`config.mk`:
```
export PLATFORM = sky130hd
export DESIGN_NAME = fifo_word_packer
export DESIGN_NICKNAME = d
export VERILOG_FILES = /design/src/rtl/fifo_word_packer.sv
export SDC_FILE = /design/constraint.sdc
export NUM_CORES = 1
export LEC_CHECK = 0
export ABC_AREA = 1
export CAP_MARGIN = 10
export CORE_ASPECT_RATIO = 1.4
export CORE_UTILIZATION = 50
export DETAILED_ROUTE_END_ITERATION = 6
export GPL_TIMING_DRIVEN = 0
export HOLD_SLACK_MARGIN = 0.05
export PLACE_DENSITY = 0.84
export SYNTH_ARGS = -nofsm -noshare
export SYNTH_HDL_FRONTEND = slang
export SYNTH_SLANG_ARGS = --single-unit
```
`constraint.sdc`:
```
create_clock -name i_clk -period 5 [get_ports i_clk]
set_input_delay 1 -clock i_clk [delete_from_list [all_inputs] [get_ports i_clk]]
set_output_delay 1 -clock i_clk [all_outputs]
set_load 0.005 [all_outputs]
```
`src/rtl/fifo_word_packer.sv`:
```
// Drains a registered-read FIFO, packing RATIO consecutive words into one wide
// valid/ready word; a flush request emits any partial word with keep mask and last.
module fifo_word_packer #(
   parameter int WIDTH = 8,
   parameter int RATIO = 4
) (
   input  logic                     i_clk,
   input  logic                     i_rst,
   input  logic                     i_fifo_empty,
   output logic                     o_fifo_rd_en,
   input  logic [WIDTH-1:0]         i_fifo_rd_data,
   input  logic                     i_flush,
   output logic                     o_out_valid,
   input  logic                     i_out_ready,
   output logic [WIDTH*RATIO-1:0]   o_out_data,
   output logic [RATIO-1:0]         o_out_keep,
   output logic                     o_out_last,
   output logic                     o_flush_done,
   output logic                     o_busy
);

   localparam int CW = $clog2(RATIO + 1);

   typedef enum logic [1:0] {
      RUN,
      FLUSH_WAIT,
      FLUSH_EMIT
   } packerState_t;

   packerState_t                     r_state;
   packerState_t                     w_nextState;
   logic [RATIO-1:0][WIDTH-1:0]      r_acc;
   logic [CW-1:0]                    r_accCnt;
   logic                             r_inflight;
   logic                             r_outValid;
   logic [RATIO-1:0][WIDTH-1:0]      r_outData;
   logic [RATIO-1:0]                 r_outKeep;
   logic                             r_outLast;

   logic [CW:0]                      w_pending;
   logic                             w_outFree;
   logic                             w_wordDone;
   logic                             w_loadFull;
   logic                             w_loadFlush;
   logic                             w_rdEn;
   logic [RATIO-1:0][WIDTH-1:0]      w_fullWord;
   logic [RATIO-1:0][WIDTH-1:0]      w_partWord;
   logic [RATIO-1:0]                 w_partKeep;

   // Counting the in-flight pop keeps a full accumulator from ever being overrun.
   always_comb begin
      w_pending   = {1'b0, r_accCnt} + {{CW{1'b0}}, r_inflight};
      w_outFree   = !r_outValid || i_out_ready;
      w_wordDone  = (r_accCnt == CW'(RATIO)) ||
                    (r_inflight && (r_accCnt == CW'(RATIO - 1)));
      w_loadFull  = (r_state == RUN) && w_wordDone && w_outFree;
      w_loadFlush = (r_state == FLUSH_EMIT) && (r_accCnt != '0) && w_outFree;
      w_rdEn      = !i_rst && !i_fifo_empty && (r_state == RUN) &&
                    (w_pending < (CW + 1)'(RATIO)) && !i_flush;
   end

   always_comb begin
      w_fullWord = r_acc;
      w_partWord = '0;
      w_partKeep = '0;
      for (int i = 0; i < RATIO; i++) begin
         if (r_inflight && (r_accCnt == CW'(i))) begin
            w_fullWord[i] = i_fifo_rd_data;
         end
         if (CW'(i) < r_accCnt) begin
            w_partWord[i] = r_acc[i];
            w_partKeep[i] = 1'b1;
         end
      end
   end

   always_ff @(posedge i_clk or posedge i_rst) begin
      if (i_rst) begin
         r_state <= RUN;
      end else begin
         r_state <= w_nextState;
      end
   end

   always_comb begin
      w_nextState = r_state;
      case (r_state)
         RUN:        if (i_flush) w_nextState = FLUSH_WAIT;
         FLUSH_WAIT: if (!r_inflight) w_nextState = FLUSH_EMIT;
         FLUSH_EMIT: if ((r_accCnt == '0) || w_outFree) w_nextState = RUN;
         default:    w_nextState = RUN;
      endcase
   end

   always_comb begin
      o_fifo_rd_en = w_rdEn;
      o_flush_done = (r_state == FLUSH_EMIT) && ((r_accCnt == '0) || w_outFree);
      o_busy       = (r_state != RUN);
   end

   // A pop in flight at reset is simply dropped along with the accumulator.
   always_ff @(posedge i_clk or posedge i_rst) begin
      if (i_rst) begin
         r_acc      <= '0;
         r_accCnt   <= '0;
         r_inflight <= 1'b0;
      end else begin
         r_inflight <= w_rdEn;
         if (w_loadFull || w_loadFlush) begin
            r_accCnt <= '0;
         end else if (r_inflight) begin
            for (int i = 0; i < RATIO; i++) begin
               if (r_accCnt == CW'(i)) begin
                  r_acc[i] <= i_fifo_rd_data;
               end
            end
            r_accCnt <= r_accCnt + CW'(1);
         end
      end
   end

   always_ff @(posedge i_clk or posedge i_rst) begin
      if (i_rst) begin
         r_outValid <= 1'b0;
         r_outData  <= '0;
         r_outKeep  <= '0;
         r_outLast  <= 1'b0;
      end else if (w_loadFull || w_loadFlush) begin
         r_outValid <= 1'b1;
         r_outData  <= w_loadFlush ? w_partWord : w_fullWord;
         r_outKeep  <= w_loadFlush ? w_partKeep : {RATIO{1'b1}};
         r_outLast  <= w_loadFlush;
      end else if (i_out_ready) begin
         r_outValid <= 1'b0;
      end
   end

   assign o_out_valid = r_outValid;
   assign o_out_data  = r_outData;
   assign o_out_keep  = r_outKeep;
   assign o_out_last  = r_outLast;

endmodule

```
==> flow_metrics.env <==
export IMPL_htreeDepth=3
export IMPL_io_buffers=53
export IMPL_hold_buffers=0
export IMPL_reg2reg_slack_ns=3.02
export IMPL_synth_fa_ha_area_frac=0.00926
export IMPL_timing_hold_ws_ns=0.474
export IMPL_muxShareOfSynthArea=0
export IMPL_overflow=0
export IMPL_critPathMaxStageDelay_ns=0.53
export IMPL_num_rows=38
export IMPL_syn_area_sq_um=4050
export IMPL_diodes=0
export IMPL_wirelength_mm=10.5
export IMPL_yosysWarnings=0
export IMPL_cp_top_family="buffers and inverters"
export IMPL_grt_use_met2=0.454
export IMPL_syn_inst=540
export IMPL_die_width_microns=78.1
export IMPL_required_ns=4.00
export IMPL_top_usage_layer="met2"
export IMPL_initial_core_util=0.520
export IMPL_cts_tree="yes"
export IMPL_clkLatencyLatePin_ns=0.37
export IMPL_synthXorXnorAreaFrac=0
export IMPL_post_cts_buffers=0
export IMPL_critPathMaxFanout=4
export IMPL_finalPower_mw=2.49
export IMPL_filler_cell_count=709
export IMPL_end_kind="output pin"
export IMPL_yosysSeqAreaShare=0.469
export IMPL_rsz0062_at_grt="false"
export IMPL_fin_crit_ns=3.43
export IMPL_nNetsFinal=620
export IMPL_synth_seq_cells=76
export IMPL_final_cell_mix="nand2_1 (203), nand3_1 (83), dfrtp_1 (76), clkdlybuf4s50_1 (53), inv_1 (43)"
export IMPL_cts_resized=0
export IMPL_hp_class="flip-flop to flip-flop"
export IMPL_gp_congestion=0.927
export IMPL_ir_drop_uv=243
export IMPL_grt_first_pass_wirelength_mm=17.5
export IMPL_drive_gt1_frac=0.102
export IMPL_die_area_sq_um=8470
export IMPL_clock_skew_ns=0.00962
export IMPL_crit_arrival_ns=2.43
export IMPL_avgSynthCellArea_sq_um=7.50
export IMPL_clock_sinks=76
export IMPL_final_common_cell="nand2_1"
export IMPL_dp_hpwl_mm=7.65
export IMPL_power_density_nw_per_um2=506
export IMPL_wire_per_inst_microns=14.9
export IMPL_path_clk_slew_ns=0.08
export IMPL_clockRootBuffer="clkbuf_8"
export IMPL_place_area_sq_um=4710
export IMPL_period_share=0.686
export IMPL_crit_path_start_kind="input port"
export IMPL_synth_top_family_by_area="simple AND/OR/NAND/NOR gates"
export IMPL_synth_compound_area_frac=0.0321
export IMPL_setup_tns_ns=0
export IMPL_p_leak_nw=2.61
export IMPL_syn2layout_area_growth_pct=21.5
export IMPL_dp_cells=693
export IMPL_dr_pass1_iters=5
export IMPL_drt_iter0_markers=313
export IMPL_tightest_slew_ns=0.943
export IMPL_slew_headroom=0.371
export IMPL_worstHoldStart="r_acc[18]"
export IMPL_drc=0
export IMPL_hold_viol=0
export IMPL_crit_chain="clkdlybuf4s50_1 > inv_1 > nand2_1 > inv_1 > a21boi_0 > clkdlybuf4s50_1"
export IMPL_critPathKind="input port to output pin"
export IMPL_clockBufferDepth=2
export IMPL_core_sq_um=7800
export IMPL_grt_use_total=0.273
export IMPL_rr_worst_depth=9
export IMPL_finalNonFillerCells=708
export IMPL_holdPathEnd="r_acc[18]"
export IMPL_critPathBufInv=4
export IMPL_max_freq_ghz=0.291
export IMPL_setup_ws_ns=1.57
export IMPL_first_global_vias=3638
export IMPL_postRouteAntennaNets=0
export IMPL_status="completed"
export IMPL_drv_cap=0
export IMPL_setup_violations=0
export IMPL_drv_slew=0
export IMPL_r2r_end="o_out_keep[0]"
export IMPL_ys_types=29
export IMPL_utilization=0.632
export IMPL_cts_buffers=9
export IMPL_worstHoldPathCells=2
export IMPL_antenna_found_initial=0
export IMPL_synth_simple_gate_area_frac=0.398
export IMPL_worstReg2RegStart="r_accCnt[0]"
export IMPL_vias=3854
export IMPL_routed_via_density=5.44
export IMPL_final_area_sq_um=4920
export IMPL_synth_nets=556
export IMPL_cpMaxStageDelayCell="clkdlybuf4s50_1"
export IMPL_die_y_microns=109
export IMPL_ios=54
export IMPL_post_place_ws_ns=1.56
export IMPL_grt_max_degree=77
export IMPL_grt_use_met3=0.0287
export IMPL_grt_util_met1=0.328
[flip-flops by register name (all words and copies together) (netlist names)]
signal and flops:
o_out_data 32, r_inflight 1, o_out_valid 1, r_state 2, o_out_last 1, r_accCnt 3, r_acc 32, o_out_keep 4
[synthesized netlist by cell type, drive strengths merged]
cell type | n | area [sq um]
o21a | 2 | 15.0
nand2 | 210 | 821
clkinv | 1 | 3.75
o211ai | 1 | 7.51
nor2 | 37 | 163
buf | 26 | 178
clkbuf | 1 | 3.75
nand4 | 24 | 150
dfrtp | 76 | 1900
o21ai | 15 | 75.1
a21boi | 1 | 7.51
ha | 3 | 37.5
o31ai | 2 | 15.0
inv | 49 | 186
a21oi | 2 | 10.0
nor3 | 4 | 25.0
nand3 | 86 | 453
[per-layer routing]
| layer | vias up | part of all wire |
|---|---|---|
| met4 | 0 | 0.052 |
| met2 | 139 | 0.50 |
| met3 | 37 | 0.053 |
| li1 | 1862 | - |
| met5 | - | 0 |
| met1 | 1816 | 0.40 |
[worst max-delay path by stage]
stage | to | slack, ns | start | cells after the start
2_1_floorplan | o_out_data[0] | 2.06 | i_rst | 1
3_3_place_gp | o_out_data[8] | 0.92 | i_rst | 2
3_5_place_dp | o_flush_done | 1.56 | i_out_ready | 6
4_1_cts | o_flush_done | 1.56 | i_out_ready | 6
5_1_grt | o_flush_done | 1.48 | i_out_ready | 6
6_report | o_flush_done | 1.57 | i_out_ready | 6
[area by class of cell]
| type | count | area [sq um] | area share |
|---|---|---|---|
| timing repair buffer | 53 | 531 | 0.108 |
| multi-input combinational | 387 | 1780 | 0.361 |
| clock buffer | 9 | 124 | 0.0252 |
| buffer | 27 | 181 | 0.0368 |
| inverter | 50 | 193 | 0.0391 |
| clock inverter | 6 | 90.1 | 0.0183 |
| sequential | 76 | 1900 | 0.386 |
| tap | 100 | 125 | 0.0254 |
[tightest hold or removal path, delay by kind of cell, from the launching register on]
family	cells	cell delay, ns
DFF	1	0.35
and+or+nand+nor	2	0.10
[power by group]
group	switching (mW)	internal [mW]
clock network	0.235	0.279
registers	0.123	0.820
logic	0.576	0.458
total	0.934	1.56
[cell families after synthesis]
group,count (synthesis)
compound gates,23
fa+ha+maj,3
simple gates,361
buf+inv,77
flops,76
Note: power is estimated with default switching activity, not from simulation.
